[src/rtl/bit_serializer_pkg.sv]
// Shared types and parameter defaults for the bit serializer.
package bit_serializer_pkg;
  localparam int DEF_WIDTH     = 8;
  localparam bit DEF_MSB_FIRST = 1'b1;
  localparam bit DEF_IDLE_BIT  = 1'b0;

  typedef enum logic {
    IDLE  = 1'b0,
    SHIFT = 1'b1
  } state_t;
endpackage

[src/rtl/ser_hold_buf.sv]
// One-entry hold buffer that parks the next word while the shifter is busy.
module ser_hold_buf #(
  parameter int WIDTH = 8
) (
  input  logic             clk,
  input  logic             rst,
  input  logic             wr,
  input  logic [WIDTH-1:0] wdata,
  input  logic             rd,
  output logic [WIDTH-1:0] rdata,
  output logic             full
);
  logic [WIDTH-1:0] data;

  always_ff @(posedge clk or posedge rst) begin
    if (rst) begin
      data <= '0;
      full <= 1'b0;
    end else if (wr) begin
      data <= wdata;
      full <= 1'b1;
    end else if (rd) begin
      full <= 1'b0;
    end
  end

  assign rdata = data;
endmodule

[src/rtl/bit_serializer.sv]
// Parallel-to-serial converter with a one-word hold buffer for gapless streaming.
module bit_serializer
  import bit_serializer_pkg::*;
#(
  parameter int WIDTH     = DEF_WIDTH,
  parameter bit MSB_FIRST = DEF_MSB_FIRST,
  parameter bit IDLE_BIT  = DEF_IDLE_BIT
) (
  input  logic             clk,
  input  logic             rst,
  input  logic [WIDTH-1:0] din,
  input  logic             din_valid,
  output logic             din_ready,
  output logic             ser_out,
  output logic             ser_valid,
  output logic             frame_start,
  output logic             busy
);
  localparam int CW = (WIDTH > 1) ? $clog2(WIDTH) : 1;

  state_t           state, state_nx;
  logic [CW-1:0]    cnt, cnt_nx;
  logic [WIDTH-1:0] sh, sh_nx;
  logic             ser_out_nx, ser_valid_nx, frame_nx;
  logic             load;
  logic [WIDTH-1:0] load_word;
  logic             hold_full, hold_wr, hold_rd;
  logic [WIDTH-1:0] hold_data;
  logic             last, accept;

  function automatic logic head(input logic [WIDTH-1:0] w);
    return MSB_FIRST ? w[WIDTH-1] : w[0];
  endfunction

  function automatic logic [WIDTH-1:0] advance(input logic [WIDTH-1:0] w);
    return MSB_FIRST ? (w << 1) : (w >> 1);
  endfunction

  assign din_ready = ~hold_full & ~rst;
  assign accept    = din_valid & din_ready;
  assign last      = (state == SHIFT) && (cnt == CW'(WIDTH - 1));
  // Words arriving mid-word wait in the buffer; on the last bit the buffer drains first.
  assign hold_wr   = accept && (state == SHIFT) && !last;
  assign hold_rd   = last && hold_full;
  assign busy      = (state == SHIFT) || hold_full;

  ser_hold_buf #(.WIDTH(WIDTH)) u_hold (
    .clk   (clk),
    .rst   (rst),
    .wr    (hold_wr),
    .wdata (din),
    .rd    (hold_rd),
    .rdata (hold_data),
    .full  (hold_full)
  );

  always_comb begin
    state_nx     = state;
    cnt_nx       = cnt;
    sh_nx        = sh;
    ser_out_nx   = IDLE_BIT;
    ser_valid_nx = 1'b0;
    frame_nx     = 1'b0;
    load         = 1'b0;
    load_word    = '0;
    case (state)
      IDLE: begin
        if (accept) begin
          load      = 1'b1;
          load_word = din;
        end
      end
      SHIFT: begin
        if (!last) begin
          cnt_nx       = cnt + CW'(1);
          ser_out_nx   = head(sh);
          sh_nx        = advance(sh);
          ser_valid_nx = 1'b1;
        end else if (hold_full) begin
          load      = 1'b1;
          load_word = hold_data;
        end else if (accept) begin
          load      = 1'b1;
          load_word = din;
        end else begin
          state_nx = IDLE;
          cnt_nx   = '0;
        end
      end
      default: begin
        state_nx = IDLE;
        cnt_nx   = '0;
      end
    endcase
    // The first bit is registered out at the load edge; the shifter keeps the rest.
    if (load) begin
      state_nx     = SHIFT;
      cnt_nx       = '0;
      ser_out_nx   = head(load_word);
      sh_nx        = advance(load_word);
      ser_valid_nx = 1'b1;
      frame_nx     = 1'b1;
    end
  end

  always_ff @(posedge clk or posedge rst) begin
    if (rst) begin
      state       <= IDLE;
      cnt         <= '0;
      sh          <= '0;
      ser_out     <= IDLE_BIT;
      ser_valid   <= 1'b0;
      frame_start <= 1'b0;
    end else begin
      state       <= state_nx;
      cnt         <= cnt_nx;
      sh          <= sh_nx;
      ser_out     <= ser_out_nx;
      ser_valid   <= ser_valid_nx;
      frame_start <= frame_nx;
    end
  end
endmodule

[config.mk]
export PLATFORM = sky130hd
export DESIGN_NAME = bit_serializer
export DESIGN_NICKNAME = d
export VERILOG_FILES = /design/src/rtl/bit_serializer_pkg.sv /design/src/rtl/ser_hold_buf.sv /design/src/rtl/bit_serializer.sv
export SDC_FILE = /design/constraint.sdc
export NUM_CORES = 1
export LEC_CHECK = 0
export ABC_AREA = 0
export CORE_MARGIN = 8
export CORE_UTILIZATION = 52
export CTS_CLUSTER_DIAMETER = 120
export CTS_CLUSTER_SIZE = 30
export DETAILED_ROUTE_END_ITERATION = 8
export GPL_ROUTABILITY_DRIVEN = 0
export PLACE_DENSITY_LB_ADDON = 0.2
export SYNTH_ARGS = -nofsm -noshare
export SYNTH_HDL_FRONTEND = slang
export SYNTH_SLANG_ARGS = --single-unit
[constraint.sdc]
create_clock -name clk -period 1.9 [get_ports clk]
set_input_delay 0.19 -clock clk [delete_from_list [all_inputs] [get_ports clk]]
set_output_delay 0.19 -clock clk [all_outputs]
set_load 0.1 [all_outputs]
==> metrics.txt, run 1 <==
status=complete, no violations; count of different cell masters after synthesis=30; min cycle time layout=~1.8 ns; detailed-route via count=around 800; Synth area leader=dfrtp_1; final WL=2230 µm; CP arrival=1.56 ns; Syn. warnings=0; worst skew pair latency=~0.30 ns; Place WS=0.109 ns; Filler Cell Count=roughly 160; Resize count post-CTS=0; Die H=approximately 62 µm; CTS Root Cell=clkbuf_4; top-area cell type share of the netlist area=52.8%; synth top area cells=dfrtp_1, mux2_2, o221ai_1; layout cells sized above 1=23.0%; largest net degree at the start of global routing=24; average cell area after synthesis=about 11 µm²; Hold-fix buffers, CTS=0; I/O Pins=16; VDD IR max=around 1 mV; worst slew pin tran=0.714 ns; first-pass GRT wire length=around 3800 µm; initial antenna violation count=0; H-tree depth=1; Final Hold Fails=0; relative max-transition margin=52.3%; most frequent cells in the layout=dfrtp_1, inv_1, clkdlybuf4s50_1; post-CTS setup buffer count=0; RSZ-0062 raised after global routing=no; CP Cell Sequence=inv_1 > nand2_1 > buf_12; DRT iter0 DRCs=15; clk sinks=23; top achievable clock speed=roughly 570 MHz; setup ws final=around 0.15 ns; setup_tns=0 ns; residual DRC count=0; diode count=0; std cell rows=16; Routed WL per cell=approximately 16 µm; Layout area overhead=20.0%; final net count=127; CTS tree=done; final setup fails=0; Starting Density=around 56%; DIE AREA=0.00382 mm²; dpl hpwl=~1600 µm; crit-path max FO=13; Setup CP Type=reg2out; worst stage delay on the critical path=0.65 ns; Bufs on Longest Clock Path=2; Die W=between 60 and 70 µm; Clock transition at path regs=about 0.12 ns; total grt overflow=0; worst path required time=1.71 ns; CP max stage cell=dfrtp_1; final antenna-violating net count=0; area of the multi-input gates=450 µm²; 1st-pass router iterations=4; IO buf count=15; vias in the first global route=810; GRT Util Overall=between 10% and 20%; number of buffers created by CTS=3; post-synthesis instance area=between 0.001 and 0.0015 mm²; Pleak=0.572 nW; Pwr Density=approximately 1800 mW/mm²; post-synthesis net count=about 110; min-delay worst type=in2async; Seq. cell area=between 500 and 600 µm²; Via-to-Cell Ratio=5.58; Crit. End Element=output port; fin crit share=92.3%; core box area=0.00196 mm²; reg2reg setup slack=roughly 0.23 ns; fin. max-slew vios=0; Seq/Total Area, Yosys=around 53%; max cap viols=0; Worst Skew=around 0.0036 ns; #FFs+latches synth=23; most common cell after layout, fill and taps aside=dfrtp_1; CP Launch Type=flop; Syn Inst Count=96
[where the power goes]
group / internal [mW] / leakage, nW / switching, mW / total (mW)
registers: 0.716 / 0.282 / 0.167 / 0.884
clock network: 0.0818 / 0.0150 / 0.141 / 0.222
logic: 0.461 / 0.275 / 0.726 / 1.19
total: 1.26 / 0.572 / 1.03 / 2.29
[Yosys cell counts, drive strengths merged]
library cell	n
o221ai	6
a32o	1
ha	2
or3b	1
dfrtp	23
o31ai	1
nor2	2
and3	3
and2b	1
and2	1
nand2	8
nand2b	2
nand3	2
nor2b	2
a221oi	1
mux2	9
a32oi	3
o21ai	2
o211ai	2
inv	12
nor3b	1
a31oi	3
a21oi	3
nand4	1
buf	4
[state kept, by name, indices dropped and copies added (netlist names)]
signal / cells
u_hold.full: 1
frame_start: 1
cnt: 3
state: 1
sh: 7
u_hold.rdata: 8
ser_out: 1
ser_valid: 1
[cells by family after synthesis]
logic type	count (synthesis)	synth area share, %
and+or+nand+nor	24	12.4
DFF	23	52.8
AOI/OAI and AO/OA	22	17.1
buffers and inverters	16	6.19
muxes	9	9.29
adders and majority gates	2	2.29
[cell type report]
type	count	share of cell area [%]
clock buffer	4	2.01
inverter	12	3.44
multi-input combinational	57	34.4
sequential	23	44.0
tap	27	2.58
timing repair buffer	17	13.6
[critical path, delay by kind of cell, from the launching register on]
kind / cells / cell delay [ns]
flops: 1 / 0.65
simple gates: 1 / 0.17
buf+inv: 2 / 0.44
[through the flow]
| stage | power [mW] | utilization [%] | cell area (µm²) | cells | hold WS [ns] |
|---|---|---|---|---|---|
| floorplan | 1.79 | - | 1090 | 96 | 0.192 |
| global placement | 2.05 | 65.4 | 1280 | 136 | 0.467 |
| detailed placement | 2.09 | 65.4 | 1280 | 136 | 0.475 |
| CTS | 2.30 | 66.7 | 1310 | 140 | 0.357 |
| global route | 2.45 | 66.7 | 1310 | 140 | 0.383 |
| finish | 2.29 | 66.7 | 1310 | 140 | 0.345 |
[worst paths after layout]
check                                   startpoint                           to  depth (start not counted)
setup / recovery           u_hold.full$_DFFE_PP0P_                         busy                          3
hold / removal                                 rst              state$_DFF_PP0_                          3
setup reg to reg                cnt[0]$_DFFE_PP0P_  u_hold.rdata[5]$_DFFE_PP0P_                          5
hold reg to reg                  sh[5]$_DFFE_PP0P_            sh[6]$_DFFE_PP0P_                          2
max in group asynchronous                      rst            sh[5]$_DFFE_PP0P_                          3
min in group clk                 sh[5]$_DFFE_PP0P_            sh[6]$_DFFE_PP0P_                          2
[layer usage]
metal	global-route usage, %	wire length [µm]	up-vias
met5	0	0	-
met4	4.87	14	0
met3	2.67	139	2
met2	21.0	1020	20
met1	17.9	1060	378
li1	-	-	381
(Power assumes the default switching activity.)
==> run 2, diff against run 1 <==
Settings changed: CORE_UTILIZATION 52 to 40.
==> run 2 against run 1 <==
Compared with the run above: wire length fell by 5.7%; worst hold slack improved by 0.0052 ns; clock power increased by 5%; non-clock buffer count stayed put; global-route usage fell by 3.1 points; critical endpoint is now u_hold.rdata[7]$_DFFE_PP0P_; largest power group unchanged.
==> metrics.txt, run 2 (synthesized netlist as in run 1, its figures left out) <==
clk sinks=23; GRT Util Overall=around 10%; Resize count post-CTS=0; first-pass GRT wire length=around 3700 µm; Clock transition at path regs=roughly 0.13 ns; initial antenna violation count=0; DIE AREA=0.00465 mm²; status=complete, no violations; final antenna-violating net count=0; Routed WL per cell=between 10 and 15 µm; Die W=68.2 µm; CTS Root Cell=clkbuf_4; max reg flops=8; number of buffers created by CTS=3; worst r2r dst=u_hold.rdata[7]$_DFFE_PP0P_; total grt overflow=0; fin. max-slew vios=0; I/O Pins=16; RSZ-0062 raised after global routing=no; vias in the first global route=~830; most common cell after layout, fill and taps aside=dfrtp_1; Via-to-Cell Ratio=approximately 5.3; final WL=between 2000 and 2500 µm; R2R depth=5; min cycle time layout=1.77 ns; setup_tns=0 ns; detailed-route via count=approximately 760; worst path required time=2.11 ns; residual DRC count=0; Setup CP Type=reg2reg; worst slew pin tran=0.640 ns; Pleak=roughly 0.57 nW; max cap viols=0; DRT iter0 DRCs=48; Layout area overhead=20.5%; final net count=about 130; most frequent cells in the layout=dfrtp_1, inv_1, clkdlybuf4s50_1; fin crit share=between 90% and 100%; layout cells sized above 1=between 20% and 30%; Hold-fix buffers, CTS=0; H-tree depth=1; Crit. End Element=flop; crit-path max FO=8; std cell rows=19; min-delay worst type=in2async; VDD IR max=between 0.9 and 1 mV; top achievable clock speed=about 570 MHz; Worst Skew=between 0.006 and 0.007 ns; Die H=slightly below 70 µm; Final Hold Fails=0; Starting Density=between 40% and 50%; Pwr Total=approximately 2.3 mW; largest net degree at the start of global routing=24; post-CTS setup buffer count=0; dpl hpwl=between 1500 and 2000 µm; Bufs on Longest Clock Path=2; FF-to-FF Start=cnt[0]$_DFFE_PP0P_; IO buf count=15; reg2reg setup slack=0.13 ns; Pwr Density=around 1700 mW/mm²; worst skew pair latency=0.31 ns; diode count=0; core box area=~0.0027 mm²; relative max-transition margin=approximately 57%; final setup fails=0; CP arrival=just under 2 ns; CP Launch Type=flop; 1st-pass router iterations=4; CTS tree=done
-- run 2: how the worst max path moves through the flow --
stage,startpoint,end,slack (ns)
after CTS,cnt[0]$_DFFE_PP0P_,u_hold.rdata[7]$_DFFE_PP0P_,0.13
after global routing,cnt[0]$_DFFE_PP0P_,u_hold.rdata[0]$_DFFE_PP0P_,0.05
final,cnt[0]$_DFFE_PP0P_,u_hold.rdata[7]$_DFFE_PP0P_,0.13
after detailed placement,cnt[0]$_DFFE_PP0P_,u_hold.rdata[3]$_DFFE_PP0P_,0.15
after global placement,cnt[0]$_DFFE_PP0P_,u_hold.rdata[3]$_DFFE_PP0P_,0.16
after floorplan,u_hold.full$_DFFE_PP0P_,din_ready,0.33
-- run 2: layout make-up --
class                      instances  area [µm²]
tap                               31        38.8
timing repair buffer              17         178
inverter                          12        45.0
multi-input combinational         57         450
fill                             264        1350
sequential                        23         576
clock inverter                     1        5.00
clock buffer                       3        22.5
-- run 2: where the power goes --
| part | switching [mW] | internal, mW | total [mW] |
|---|---|---|---|
| clock network | 0.153 | 0.0786 | 0.232 |
| logic | 0.718 | 0.461 | 1.18 |
| registers | 0.164 | 0.716 | 0.880 |
| total | 1.03 | 1.26 | 2.29 |
-- run 2: critical path, stage by stage (launching register included) --
cell,delay [ns]
dfrtp_1,0.41
ha_1,0.20
ha_1,0.24
and2b_1,0.33
nand2_2,0.17
mux2_2,0.31
-- run 2: metal layers --
metal	up-vias	routed length [µm]	GRT usage [%]
met5	-	0	0
met4	0	12	3.84
met3	2	95	1.64
met2	14	982	15.8
met1	368	1010	14.4
li1	379	-	-
-- run 2: stage by stage --
step	std cells	hold WS [ns]	instance area (µm²)	setup slack, ns	util [%]
finish	144	0.350	1320	0.132	49.4
global route	144	0.386	1320	0.0501	49.4
CTS	144	0.356	1320	0.132	49.4
detailed placement	140	0.473	1290	0.147	48.4
global placement	140	0.480	1290	0.159	48.4
floorplan	96	0.192	1090	0.333	-
==> run 3, diff against run 2 <==
Settings changed: ABC_AREA 0 to 1, CTS_CLUSTER_SIZE 30 to 24.
==> run 3 against run 2 <==
Compared with the run above: maximum frequency grew 7.4%; combinational power is essentially flat; first-iteration DRC count decreased by 13%; non-clock buffer count is the same; setup slack improved by 0.12 ns; via count increased by 25%; critical path type unchanged.
==> metrics.txt, run 3 <==
Seq. cell area=about 580 µm²; clk sinks=23; fin. max-slew vios=0; most common cell after layout, fill and taps aside=nand2_1; Syn. warnings=0; Routed WL per cell=between 10 and 15 µm; post-CTS setup buffer count=0; min-delay worst type=in2async; Via-to-Cell Ratio=4.99; fin crit share=between 80% and 90%; H-tree depth=1; Synth Area in Adders=between 2 and 2.5%; average cell area after synthesis=8.17 µm²; Resize count post-CTS=0; diode count=0; worst slew pin tran=approximately 0.35 ns; Pwr Density=about 1600 mW/mm²; Pleak=about 0.74 nW; Final Hold Fails=0; post-synthesis instance area=roughly 0.0012 mm²; placed cell count=about 190; top achievable clock speed=607 MHz; crit-path leading delay family=adder cells; max cap viols=0; RSZ-0062 raised after global routing=no; DIE AREA=0.00485 mm²; CTS Root Cell=clkbuf_4; VDD IR max=between 1 and 1.5 mV; largest net degree at the start of global routing=24; EDFF count, synth=0; I/O Pins=16; dpl hpwl=about 1700 µm; final net count=around 170; most frequent cells in the layout=nand2_1, nand3_1, dfrtp_1; worst path required time=~2.1 ns; crit-path max FO=10; vias in the first global route=roughly 900; CTS tree=done; residual DRC count=0; post-route insts no fill=approximately 190; core box area=between 0.002 and 0.003 mm²; mux contribution to synthesized area=0%; setup ws final=~0.25 ns; most common flop cell mapped by yosys=dfrtp_1; FFs w/ async S/R, synth=100%; DRT iter0 DRCs=42; max reg flops=8; Die W=69.7 µm; Filler Cell Count=267; count of different cell masters after synthesis=16; Bufs on Longest Clock Path=2; synth top area cells=dfrtp_1, nand2_1, nand3_1; final WL=between 2000 and 2500 µm; Syn Inst Count=141; CP arrival=approximately 1.9 ns; post-synthesis compound-gate area fraction=approximately 4%; area of the multi-input gates=between 500 and 600 µm²; Die H=~70 µm; IO buf count=15; GRT Util Overall=approximately 10%; setup_tns=0 ns; XOR/XNOR Fraction of Synth Area=0%; main combinational cell family by area after synthesis=simple AND/OR/NAND/NOR gates; CP max stage cell=dfrtp_1; CP Cell Sequence=ha_1 > ha_1 > nor2_8 > inv_1 > nand2_1 > inv_2 > nand2_1 > nand2_1; final setup fails=0; final antenna-violating net count=0; detailed-route via count=between 900 and 1k; status=complete, no violations; critical path's most frequent cell=nand2_1; Pwr Total=between 2 and 2.5 mW; Place WS=between 0.2 and 0.3 ns; most frequent cells after synthesis=nand2_1, nand3_1, dfrtp_1; initial antenna violation count=0; Crit. End Element=flop; post-synthesis net count=154; top-area cell type share of the netlist area=between 40% and 50%; Util after Layout=between 50% and 60%; Layout area overhead=19.7%; worst skew pair latency=~0.3 ns; CP Launch Type=flop; WP buf/inv=2; min cycle time layout=1.65 ns; worst stage delay on the critical path=roughly 0.4 ns; Post-Synth Simple-Gate Area=37.8%; total grt overflow=0; number of buffers created by CTS=3; Clock transition at path regs=between 0.1 and 0.15 ns; Seq/Total Area, Yosys=approximately half; Setup CP Type=reg2reg; first-pass GRT wire length=between 4000 and 5000 µm; count leader, synth=nand2_1; 1st-pass router iterations=6; Starting Density=41.8%; Worst Skew=between 0.005 and 0.006 ns; #FFs+latches synth=23; Hold-fix buffers, CTS=0; relative max-transition margin=between 70% and 80%; layout cells sized above 1=between 10% and 20%; std cell rows=19; Synth area leader=dfrtp_1
## run 3: through the flow
step	hold WS [ns]	cell area, µm²
CTS	0.301	1380
global route	0.334	1380
floorplan	0.192	1150
detailed placement	0.465	1350
global placement	0.464	1350
finish	0.292	1380
## run 3: worst reg2reg max path: cells and delay by family (launching register included)
| family | cells | cell delay (ns) |
|---|---|---|
| fa+ha+maj | 2 | 0.48 |
| simple gates | 4 | 0.46 |
| flops | 1 | 0.41 |
| buf+inv | 2 | 0.20 |
## run 3: logic make-up (layout without fill, tap and decap cells)
kind of cell,Yosys count,count (layout)
flip-flops,23,23
adder cells (fa/ha/maj),2,2
AO/OA/AOI/OAI,7,7
AND/OR/NAND/NOR,94,94
buffers and inverters,15,34
## run 3: cell type report
class	instances	share of cell area (%)
timing repair buffer	17	12.9
tap	31	2.81
clock buffer	4	1.91
inverter	13	3.90
sequential	23	41.7
multi-input combinational	103	36.8
## run 3: routing by layer
| layer | GRT usage, % | up-vias | wire, µm |
|---|---|---|---|
| met3 | 3.58 | 4 | 152 |
| met1 | 12.6 | 440 | 1080 |
| met4 | 3.35 | 0 | 31 |
| li1 | - | 487 | - |
| met5 | 0 | - | 0 |
| met2 | 15.5 | 22 | 1010 |
## run 3: worst paths after layout
| path | startpoint | to | slack [ns] | cells after the start |
|---|---|---|---|---|
| worst min-delay path | rst | u_hold.rdata[0]$_DFFE_PP0P_ | 0.29 | 3 |
| max in group asynchronous | rst | sh[3]$_DFFE_PP0P_ | 1.37 | 3 |
| worst min register to register | sh[7]$_DFFE_PP0P_ | ser_out$_DFF_PP0_ | 0.49 | 2 |
| min in group clk | din[3] | u_hold.rdata[3]$_DFFE_PP0P_ | 0.47 | 3 |
| worst max-delay path | cnt[0]$_DFFE_PP0P_ | sh[5]$_DFFE_PP0P_ | 0.25 | 8 |
| worst max register to register | cnt[0]$_DFFE_PP0P_ | sh[5]$_DFFE_PP0P_ | 0.25 | 8 |
## run 3: report_power, final
| part | leakage [nW] | total (mW) | internal, mW | switching (mW) |
|---|---|---|---|---|
| Clock | 0.0150 | 0.222 | 0.0818 | 0.140 |
| Sequential | 0.290 | 0.840 | 0.707 | 0.132 |
| Combinational | 0.434 | 1.21 | 0.377 | 0.832 |
| Total | 0.739 | 2.27 | 1.17 | 1.10 |
